File: src/rtl/mips_multicycle_ctrl.sv
// Main control FSM for the multicycle MIPS datapath, with a mem_ready stall/timeout.
// Define MIPS_LOGIC_IMM_EN to execute andi/ori through IEXEC with zero-extension.
module mips_multicycle_ctrl #(
    parameter int unsigned WAIT_MAX = 15
) (
    input  logic       clk,
    input  logic       rst_n,
    input  logic [5:0] opcode,
    input  logic       mem_ready,
    output logic       pc_write,
    output logic       pc_write_cond,
    output logic       iord,
    output logic       mem_read,
    output logic       mem_write,
    output logic       ir_write,
    output logic       reg_dst,
    output logic       mem_to_reg,
    output logic       reg_write,
    output logic       alu_src_a,
    output logic [1:0] alu_src_b,
    output logic [1:0] alu_op,
    output logic [1:0] pc_src,
    output logic       ext_zero,
    output logic       illegal,
    output logic       bus_err,
    output logic [3:0] state
);
    localparam logic [3:0] S_FETCH  = 4'd0,  S_DECODE = 4'd1,  S_MEMADR = 4'd2,
                           S_MEMRD  = 4'd3,  S_MEMWB  = 4'd4,  S_MEMWR  = 4'd5,
                           S_EXEC   = 4'd6,  S_ALUWB  = 4'd7,  S_BRANCH = 4'd8,
                           S_IEXEC  = 4'd9,  S_IWB    = 4'd10, S_JUMP   = 4'd11,
                           S_TRAP   = 4'd12;

    localparam logic [5:0] OP_R    = 6'b000000, OP_LW   = 6'b100011, OP_SW  = 6'b101011,
                           OP_BEQ  = 6'b000100, OP_J    = 6'b000010, OP_ADDI = 6'b001000,
                           OP_ANDI = 6'b001100, OP_ORI  = 6'b001101;

    localparam int unsigned CW = $clog2(WAIT_MAX + 2);
    localparam logic [CW-1:0] WAIT_LAST = CW'((WAIT_MAX == 0) ? 0 : WAIT_MAX - 1);

    logic [3:0]    state_q, state_d;
    logic [CW-1:0] wait_q, wait_d;
    logic          illegal_q, illegal_d;
    logic          bus_err_q, bus_err_d;
    logic          is_logic_imm;
    logic          waiting;
    logic          pc_write_c, pc_write_cond_c, mem_read_c, mem_write_c, ir_write_c, reg_write_c;

`ifdef MIPS_LOGIC_IMM_EN
    assign is_logic_imm = (opcode == OP_ANDI) || (opcode == OP_ORI);
`else
    assign is_logic_imm = 1'b0;
`endif

    assign waiting = (state_q == S_FETCH) || (state_q == S_MEMRD) || (state_q == S_MEMWR);

    always_comb begin
        state_d   = state_q;
        wait_d    = '0;
        illegal_d = illegal_q;
        bus_err_d = bus_err_q;
        case (state_q)
            S_FETCH:  if (mem_ready) state_d = S_DECODE;
            S_DECODE: begin
                if (opcode == OP_R)                          state_d = S_EXEC;
                else if (opcode == OP_LW || opcode == OP_SW) state_d = S_MEMADR;
                else if (opcode == OP_BEQ)                   state_d = S_BRANCH;
                else if (opcode == OP_J)                     state_d = S_JUMP;
                else if (opcode == OP_ADDI || is_logic_imm)  state_d = S_IEXEC;
                else begin
                    state_d   = S_TRAP;
                    illegal_d = 1'b1;
                end
            end
            S_MEMADR: state_d = (opcode == OP_SW) ? S_MEMWR : S_MEMRD;
            S_MEMRD:  if (mem_ready) state_d = S_MEMWB;
            S_MEMWB:  state_d = S_FETCH;
            S_MEMWR:  if (mem_ready) state_d = S_FETCH;
            S_EXEC:   state_d = S_ALUWB;
            S_ALUWB:  state_d = S_FETCH;
            S_BRANCH: state_d = S_FETCH;
            S_IEXEC:  state_d = S_IWB;
            S_IWB:    state_d = S_FETCH;
            S_JUMP:   state_d = S_FETCH;
            default:  state_d = S_TRAP;
        endcase
        // The counter holds cycles already stalled; a ready in the limit cycle still completes.
        if (waiting && !mem_ready) begin
            if (WAIT_MAX != 0 && wait_q == WAIT_LAST) begin
                state_d   = S_TRAP;
                bus_err_d = 1'b1;
            end else begin
                wait_d = wait_q + CW'(1);
            end
        end
    end

    always_ff @(posedge clk or negedge rst_n) begin
        if (!rst_n) begin
            state_q   <= S_FETCH;
            wait_q    <= '0;
            illegal_q <= 1'b0;
            bus_err_q <= 1'b0;
        end else begin
            state_q   <= state_d;
            wait_q    <= wait_d;
            illegal_q <= illegal_d;
            bus_err_q <= bus_err_d;
        end
    end

    always_comb begin
        pc_write_c      = 1'b0;
        pc_write_cond_c = 1'b0;
        iord            = 1'b0;
        mem_read_c      = 1'b0;
        mem_write_c     = 1'b0;
        ir_write_c      = 1'b0;
        reg_dst         = 1'b0;
        mem_to_reg      = 1'b0;
        reg_write_c     = 1'b0;
        alu_src_a       = 1'b0;
        alu_src_b       = 2'b00;
        alu_op          = 2'b00;
        pc_src          = 2'b00;
        ext_zero        = 1'b0;
        case (state_q)
            S_FETCH: begin
                mem_read_c = 1'b1;
                alu_src_b  = 2'b01;
                ir_write_c = mem_ready;
                pc_write_c = mem_ready;
            end
            S_DECODE: alu_src_b = 2'b11;
            S_MEMADR: begin
                alu_src_a = 1'b1;
                alu_src_b = 2'b10;
            end
            S_MEMRD: begin
                iord       = 1'b1;
                mem_read_c = 1'b1;
            end
            S_MEMWB: begin
                mem_to_reg  = 1'b1;
                reg_write_c = 1'b1;
            end
            S_MEMWR: begin
                iord        = 1'b1;
                mem_write_c = 1'b1;
            end
            S_EXEC: begin
                alu_src_a = 1'b1;
                alu_op    = 2'b10;
            end
            S_ALUWB: begin
                reg_dst     = 1'b1;
                reg_write_c = 1'b1;
            end
            S_BRANCH: begin
                alu_src_a       = 1'b1;
                alu_op          = 2'b01;
                pc_src          = 2'b01;
                pc_write_cond_c = 1'b1;
            end
            S_IEXEC: begin
                alu_src_a = 1'b1;
                alu_src_b = 2'b10;
                alu_op    = is_logic_imm ? 2'b11 : 2'b00;
                ext_zero  = is_logic_imm;
            end
            S_IWB:   reg_write_c = 1'b1;
            S_JUMP: begin
                pc_src     = 2'b10;
                pc_write_c = 1'b1;
            end
            default: ;
        endcase
    end

    // Strobes are forced low while reset is held so no access or write leaks out.
    assign pc_write      = pc_write_c & rst_n;
    assign pc_write_cond = pc_write_cond_c & rst_n;
    assign mem_read      = mem_read_c & rst_n;
    assign mem_write     = mem_write_c & rst_n;
    assign ir_write      = ir_write_c & rst_n;
    assign reg_write     = reg_write_c & rst_n;
    assign illegal       = illegal_q;
    assign bus_err       = bus_err_q;
    assign state         = state_q;
endmodule

File: config.mk
export PLATFORM = sky130hd
export DESIGN_NAME = mips_multicycle_ctrl
export DESIGN_NICKNAME = d
export VERILOG_FILES = /design/src/rtl/mips_multicycle_ctrl.sv
export SDC_FILE = /design/constraint.sdc
export NUM_CORES = 1
export LEC_CHECK = 0
export BUFFER_PORTS_ARGS = -buffer_cell sky130_fd_sc_hd__buf_2
export CAP_MARGIN = 20
export CORE_ASPECT_RATIO = 1.2
export CORE_MARGIN = 1.5
export CORE_UTILIZATION = 25
export CTS_CLUSTER_DIAMETER = 80
export DETAILED_ROUTE_END_ITERATION = 8
export PLACE_DENSITY = 0.47
export SYNTH_ARGS = -nofsm -noshare
export SYNTH_HDL_FRONTEND = slang
export SYNTH_SLANG_ARGS = --single-unit
File: constraint.sdc
create_clock -name clk -period 2.2 [get_ports clk]
set_input_delay 0.22 -clock clk [delete_from_list [all_inputs] [get_ports clk]]
set_output_delay 0.22 -clock clk [all_outputs]
set_load 0.05 [all_outputs]
After elaboration in Yosys (flattened, before gate mapping)
Index checks and enable logic that the tools add are counted.
- register bits: 11
- word-level logic and storage cells: 75
- add/sub/neg operators: 1
- equality and inequality tests: 17
- muxes and demuxes: 27
- bitwise logic cells: 11
- reductions and logical operators: 15
- operators by type and width (kind ; count):
    $pmux 4 s8 ; 1
    $mux 4 ; 7
    $eq 4x3->1 const B ; 4
    $eq 4x4->1 const B ; 4
    $eq 6x6->1 const B ; 2
    $mux 3 ; 4
    $mux 5 ; 2
    $mux 1 ; 9
    $eq 4x2->1 const B ; 2
    $pmux 2 s2 ; 2
    $and 1x1->1 ; 6
    $eq 6x2->1 const B ; 1
    $eq 6x3->1 const B ; 1
    $eq 6x4->1 const B ; 1
    $logic_not 6->1 ; 1
    $pmux 2 s3 ; 1
    $reduce_and 6->1 ; 1
    $reduce_or 2->1 ; 3
    $add 5x1->5 const B ; 1
    $eq 5x4->1 const B ; 1
    $not 1->1 ; 5
    $reduce_or 5->1 ; 1
    $eq 4x1->1 const B ; 1
    $logic_not 4->1 ; 1
    other kinds (7) ; 9

Depth between registers and ports, before layout
Gate-level depths: netlist of run 1.
- word-level depth: 9
- mapped depth: 6
- mapped depth without buffers: 5

Worst setup path before layout of run 1
OpenSTA, ideal clock, no wires.
- path kind: reg2out
- start: reg state_q[2] (netlist: state[2])
- end: out pc_src[0]
- arrival: 2.554 ns
- data required time: 1.980 ns
- path slack: -0.574 ns
- stages on the path, launching flop included: 5
- buffers on the path: 2
- cells stage by stage: dfrtp_1 buf_6 nand2b_1 nor3_1 buf_4
- cells in the longest elaborated chain, start to end: 2
- ends and longest elaborated chain (element ; RTL line ; text):
    start, declared ; 41 ; logic [3:0] state_q, state_d;
    start signal, assigned ; 105 ; state_q <= state_d;
    $eq 4x4->1 ; 127 ; case (state_q)
    $pmux 2 s2 * ; 127 ;
    end, declared ; 22 ; output logic [1:0] pc_src,
Every way passes the cells marked *; elsewhere a longest branch is shown, timed or not.

Final worst setup path of run 1
- start: reg state_q[1] (netlist: state[1])
- end: out alu_src_b[1]
- cells in the longest elaborated chain, start to end: 3
- ends and longest elaborated chain (element ; RTL line ; text):
    $eq 4x4->1 or $eq 4x2->1 (tied branches) ; 127 ;
    $reduce_or 2->1 (no source line) ; -- ;
    $pmux 2 s3 * ; 127 ;
    end, declared ; 20 ; output logic [1:0] alu_src_b,
Marked as above.

==> impl_results.md, run 1 <==
- Top cell type's share of synthesized area: 29.3%
- Slowest-stage cell, CP: dfrtp_1
- Cell with the most instances after synthesis: nor2_1
- Inst Count DP: 185
- Int Pwr: 0.717 mW
- Sequential area share after synthesis: 29.3%
- Syn nets: 118
- Clk_lat worst skew: 230 ps
- Max-slew violations: 0
- CP Launch Type: register
- Synth warn: 0
- Via-to-Cell Ratio: 4.69
- Final ANT Viol Nets: 0
- Syn Std Cell Area: 941 um2
- Pwr Density: 1430 nW/um2
- Nets: 150
- Final WL: 2360 um
- Post-synth ARST share: 100%
- Clock Power Share: 11.5%
- FF-to-FF Start: state[1]$_DFF_PN0_
- Final Hold Viols: 0
- Ys flop type: dfrtp_1
- Yosys cell types: 45
- # fillers: 390
- Antenna violations before repair: 0
- CP Capture Type: primary output
- Fin util: 32.9%
- Worst-path maximum fanout: 16
- Hold Crit Start: opcode[4]
- Port Buffers: 30
- Final Instance Area: 1190 um2
- Placement-stage cell area: 1140 um2
- Layout cells sized above 1: 38.4%
- 1st-iter DRT viols: 35
- Register bit total from synthesis: 11
- Worst-path clk slew: 50 ps
- CP bufs+invs: 2
- Switching Power: 0.997 mW
- Worst Hold Endpoint: illegal$_DFFE_PN0P_
- Peak VDD IR: 443 uV
- Worst slew margin: 65.8%
- Area growth syn-to-layout: 27.0%
- Number of global-route vias before repair: 826
- Post-DP HPWL: 1840 um
- Non-filler cells, final: 190
- ANT cells: 0
- Commonest cells post-synth: 17 x nor2_1, 11 x dfrtp_1, 7 x nand2b_1
- Worst hold margin: 343 ps
- Hold crit path type: input pin to register
- Final WS setup: 236 ps
- Fmax: 0.509 GHz
- Setup violators final: 0
- Post-route DRC: 0
- Depth of the most critical reg-to-reg path: 4
- Core footprint: 3630 um2
- GRT Util Overall: 12.0%
- CP max stage delay: 660 ps
- Syn Inst Count: 107
- Hold Path Stages: 3
- R2r setup slk: 450 ps
- Slew @ Worst Pin: 514 ps
- Switching share of power: 58.2%
- Final GP Congestion: 0.860
- Outcome: finished clean
- Crit path DAT: 1740 ps
- Row count: 24
- Setup tns final: 0 ps
- RSZ-0062 raised after global routing: no
- Vias: 892
- Global route overflow: 0
- Post-CTS setup buffer count: 0
- Number of CTS-inserted buffers: 3
- Avg Cell Area, Syn: 8.79 um2
- Leakage: 0.526 nW
- Routed WL per cell: 12.4 um
- RR Endpoint: state[1]$_DFF_PN0_
- Largest net degree at the start of global routing: 17
- Fin crit period: 1960 ps
- TritonCTS clock tree: yes
- Skew final: 1.64 ps
- CP delay by family, top: flip-flops
- Max-cap violations: 0
- Die ar.: 4140 um2
- Die Ht: 70.2 um
- Overall power: 1.71 mW
- First-pass GRT wire length: 3930 um
- CTS Buffer Depth: 2
- Logic depth of the worst path, buffers included: 6
- I/O pins: 32
- Sink Count: 11
- Die span in x: 59.0 um
- Synth area leader: dfrtp_1
- H-tree Lvls: 1
- Synth top area cells: dfrtp_1 29%, nor2_1 6.8%, nand2b_1 4.7%
- Dpl ws: 446 ps
- Root Buffer Master: clkbuf_8
- CP required: 1980 ps
- Kind of critical path: register to primary output
- Worst path cell trace: buf_4 -> nand2b_4 -> nor2_1 -> nor2_1 -> nor2_1 -> buf_2
- Initial Util: 25.9%
- EDFF count, synth: 0
- Final cycle utilization of the critical path: 89.3%
- DR pass1 iterations: 4
- Comb power frac: 66.1%
- Sequential group share of total power: 22.3%
- Most common cell on crit path: nor2_1
registers in the layout, indices dropped and copies added (netlist names):
signal / count
bus_err: 1
illegal: 1
state: 4
wait_q: 5
tightest hold or removal path, cell delays in order:
cell,delay (ps)
buf_2,120
o211ai_1,110
nand2b_1,80
worst max-delay path by stage:
stage | startpoint | endpoint | slack (ps)
after floorplan | state[1]$_DFF_PN0_ | reg_write | -140
after global placement | state[1]$_DFF_PN0_ | state[1]$_DFF_PN0_ | 480
after detailed placement | state[1]$_DFF_PN0_ | state[1]$_DFF_PN0_ | 450
after CTS | rst_n | pc_write_cond | 220
after global routing | state[1]$_DFF_PN0_ | alu_src_b[1] | 100
final | state[1]$_DFF_PN0_ | alu_src_b[1] | 240
cell families (layout without fill, tap and decap cells):
group	count (synthesis)	count (layout)	synth area share (%)
multiplexers	2	2	2.26
adder cells (fa/ha/maj)	3	3	3.72
buffers and inverters	10	41	8.38
XOR/XNOR	5	5	4.66
AND/OR/NAND/NOR	55	55	33.2
flip-flops	11	11	29.3
other	1	1	0.399
AO/OA/AOI/OAI	20	20	18.1
what timing repair did:
| action | 4_1_cts | 5_1_grt |
|---|---|---|
| hold buffers | 1 | 0 |
| resized for setup | 0 | 0 |
| hold endpoints to repair | 11 | 0 |
power groups by stage:
stage | logic, mW | clock network [mW] | registers, mW
3_5_place_dp | 1.14 | 0 | 0.388
2_1_floorplan | 0.926 | 0 | 0.405
3_3_place_gp | 1.14 | 0 | 0.382
4_1_cts | 1.14 | 0.210 | 0.384
5_1_grt | 1.22 | 0.223 | 0.399
6_report | 1.13 | 0.198 | 0.383
final cells by class:
type	instances	area, um2	share of cell area [%]
timing repair buffer	34	183	15.3
sequential	11	275	23.0
inverter	3	11.3	0.942
tap	52	65.1	5.45
multi-input combinational	86	616	51.5
clock buffer	4	45.0	3.77
cells in the final DEF (no fill, tap or decap), types with 2 or more instances in the layout:
| master | netlist | layout |
|---|---|---|
| clkbuf_8 | 1 | 3 |
| buf_2 | 1 | 30 |
| xor2_1 | 2 | 2 |
| nand2_1 | 2 | 2 |
| nand2b_1 | 7 | 7 |
| and4_1 | 2 | 2 |
| nor2b_1 | 2 | 2 |
| ha_1 | 2 | 2 |
| xnor2_1 | 3 | 3 |
| nor2_1 | 17 | 14 |
| nor2_2 | 1 | 3 |
| nor3_2 | 0 | 2 |
| a21o_1 | 3 | 3 |
| nor3_1 | 6 | 4 |
| nand3_1 | 6 | 6 |
| buf_4 | 2 | 3 |
| dfrtp_1 | 11 | 11 |
| o32a_1 | 2 | 2 |
| a21oi_1 | 2 | 2 |
| o21ai_0 | 2 | 2 |
| inv_1 | 3 | 3 |
| nor4_1 | 4 | 3 |
per-layer routing:
| layer | share of wire, % | track usage (%) | wire length [um] | up-vias |
|---|---|---|---|---|
| li1 | - | - | - | 451 |
| met1 | 47 | 16.4 | 1110 | 417 |
| met2 | 49 | 19.3 | 1160 | 22 |
| met3 | 3.5 | 1.67 | 82 | 2 |
| met4 | 0.51 | 3.79 | 12 | 0 |
| met5 | 0 | 0 | 0 | - |
No activity file was read; power rests on OpenSTA's default activity.
==> run 2: changes to the inputs <==
Settings changed: BUFFER_PORTS_ARGS -buffer_cell sky130_fd_sc_hd__buf_2 to -buffer_cell sky130_fd_sc_hd__clkbuf_2, SLEW_MARGIN set to 20.
==> run 2 against run 1 <==
  * Sequential power is 5.5% higher
  * Register-to-register slack hardly changed
  * Core utilization is 0.34 points lower
  * Total power is 0.80% lower
  * Sequential share of layout area is 0.46 points higher
  * Final cell count is 1.1% lower
  * Via count is 1.0% lower
  * Die area stayed put
  * Count of clock-buffer cells in the layout stayed put
  * Flip-flop and latch count stayed put
  * Routed wire length is 2.3% lower
  * Critical endpoint unchanged
  * Highest routed layer is now met3
==> impl_results.md, run 2 (synthesis results as in run 1) <==
- Global route overflow: 0 (unchanged)
- Worst-path clk slew: 50 ps (about the same)
- Fin util: 32.5% (-0.34 points)
- Clk_lat worst skew: 230 ps (about the same)
- Skew final: 1.39 ps (-0.254 ps)
- CTS Buffer Depth: 2 (unchanged)
- Sink Count: 11 (unchanged)
- H-tree Lvls: 1 (unchanged)
- CP Capture Type: primary output
- Dpl ws: 374 ps (-72.0 ps)
- Core footprint: 3630 um2 (unchanged)
- Setup tns final: 0 ps (unchanged)
- GRT Util Overall: 11.8% (-0.17 points)
- Commonest cells after routing, fill and taps aside: 30 x clkbuf_2, 14 x nor2_1, 9 x dfrtp_1
- I/O pins: 32 (unchanged)
- TritonCTS clock tree: yes
- Most common cell after layout, fill and taps aside: clkbuf_2
- Area growth syn-to-layout: 25.7%
- Kind of critical path: register to primary output
- Post-route DRC: 0 (unchanged)
- Vias: 883 (-1.0%)
- Nets: 148 (-1.3%)
- Peak VDD IR: 481 uV (+8.5%)
- Final WS setup: 194 ps (-41.9 ps)
- Routed WL per cell: 12.3 um (-1.3%)
- Outcome: finished clean
- Via-to-Cell Ratio: 4.70 (about the same)
- CP required: 1980 ps (about the same)
- Final ANT Viol Nets: 0 (unchanged)
- Number of global-route vias before repair: 886 (+7.3%)
- Initial Util: 25.9% (unchanged)
- First-pass GRT wire length: 3960 um (+0.69%)
- CP Launch Type: register
- Biggest register: wait_q
- Antenna violations before repair: 0 (unchanged)
- Die Ht: 70.2 um (unchanged)
- Setup violators final: 0 (unchanged)
- Final GP Congestion: 0.856 (-0.49%)
- Leakage: 0.503 nW (-4.4%)
- Post-DP HPWL: 1800 um (-2.1%)
- Max-slew violations: 0 (unchanged)
- Overall power: 1.70 mW (-0.80%)
- Hold crit path type: input pin to register
- Die ar.: 4140 um2 (unchanged)
- Final WL: 2310 um (-2.3%)
- RSZ-0062 raised after global routing: no
- Max-cap violations: 0 (unchanged)
- DR pass1 iterations: 4 (unchanged)
- Row count: 24 (unchanged)
- Final cycle utilization of the critical path: 91.2% (+1.9 points)
- Pwr Density: 1440 nW/um2 (+0.25%)
- Non-filler cells, final: 188 (-1.1%)
- R2r setup slk: 450 ps (about the same)
- Worst slew margin: 65.8% (about the same)
- Number of CTS-inserted buffers: 3 (unchanged)
- Root Buffer Master: clkbuf_8
- Slew @ Worst Pin: 514 ps (-0.176 ps)
- Worst-path maximum fanout: 15 (-1)
- Largest net degree at the start of global routing: 18 (+1)
- 1st-iter DRT viols: 39 (+11%)
- # fillers: 410 (+5.1%)
- Final Hold Viols: 0 (unchanged)
- Layout cells sized above 1: 39.0% (+0.56 points)
- Max reg flops: 5 (unchanged)
- Die span in x: 59.0 um (unchanged)
- Fin crit period: 2010 ps (+41.9 ps)
- Crit path DAT: 1790 ps (+50 ps)
- Port Buffers: 30 (unchanged)
- Inst Count DP: 183 (-1.1%)
- Fmax: 0.498 GHz (-2.1%)
- ANT cells: 0 (unchanged)
## run 2: timing repair
item,CTS,global route
hold buffers,1,0
buffers inserted,0,0
endpoints found under the setup margin,0,1
hold endpoints to repair,11,0
gates resized for setup,0,2
## run 2: per-stage QoR
| step | hold slack, ps | area [um2] |
|---|---|---|
| after floorplan | -75.6 | 970 |
| after global placement | 154 | 1120 |
| after detailed placement | 157 | 1120 |
| after CTS | 340 | 1180 |
| after global routing | 363 | 1180 |
| final | 335 | 1180 |
## run 2: routing by layer
layer	global-route usage, %	part of all wire (%)	up-vias
met1	15.2	44	415
met5	0	0	-
li1	-	-	446
met2	21.0	52	22
met3	1.30	3.8	0
met4	2.27	0	0
## run 2: final timing paths
kind,from,end,depth (start not counted)
setup reg to reg,state[1]$_DFF_PN0_,state[1]$_DFF_PN0_,4
setup / recovery,state[1]$_DFF_PN0_,alu_src_b[1],6
max in group asynchronous,rst_n,state[2]$_DFF_PN0_,2
hold / removal,opcode[4],illegal$_DFFE_PN0P_,3
hold reg to reg,bus_err$_DFFE_PN0P_,bus_err$_DFFE_PN0P_,1
min in group asynchronous,rst_n,wait_q[0]$_DFF_PN0_,2
## run 2: power by group
| group | internal [mW] | total, mW | switching (mW) | leakage [nW] |
|---|---|---|---|---|
| logic | 0.323 | 1.10 | 0.774 | 0.339 |
| clock network | 0.127 | 0.199 | 0.0721 | 0.0228 |
| registers | 0.250 | 0.404 | 0.154 | 0.141 |
## run 2: final cells by class
class,count,area (um2),share of cell area (%)
Multi-Input combinational cell,86,616,52.1
Sequential cell,11,278,23.5
Timing Repair Buffer,32,168,14.2
Tap cell,52,65.1,5.50
Clock buffer,4,45.0,3.81
Inverter,3,11.3,0.952
## run 2: critical path, cell delays in order, from the launching register on
cell      delay [ps]
dfrtp_1          650
buf_4            260
nand2b_4          80
nor2_1           110
nor2_1            50
nor2_1           110
clkbuf_2         290
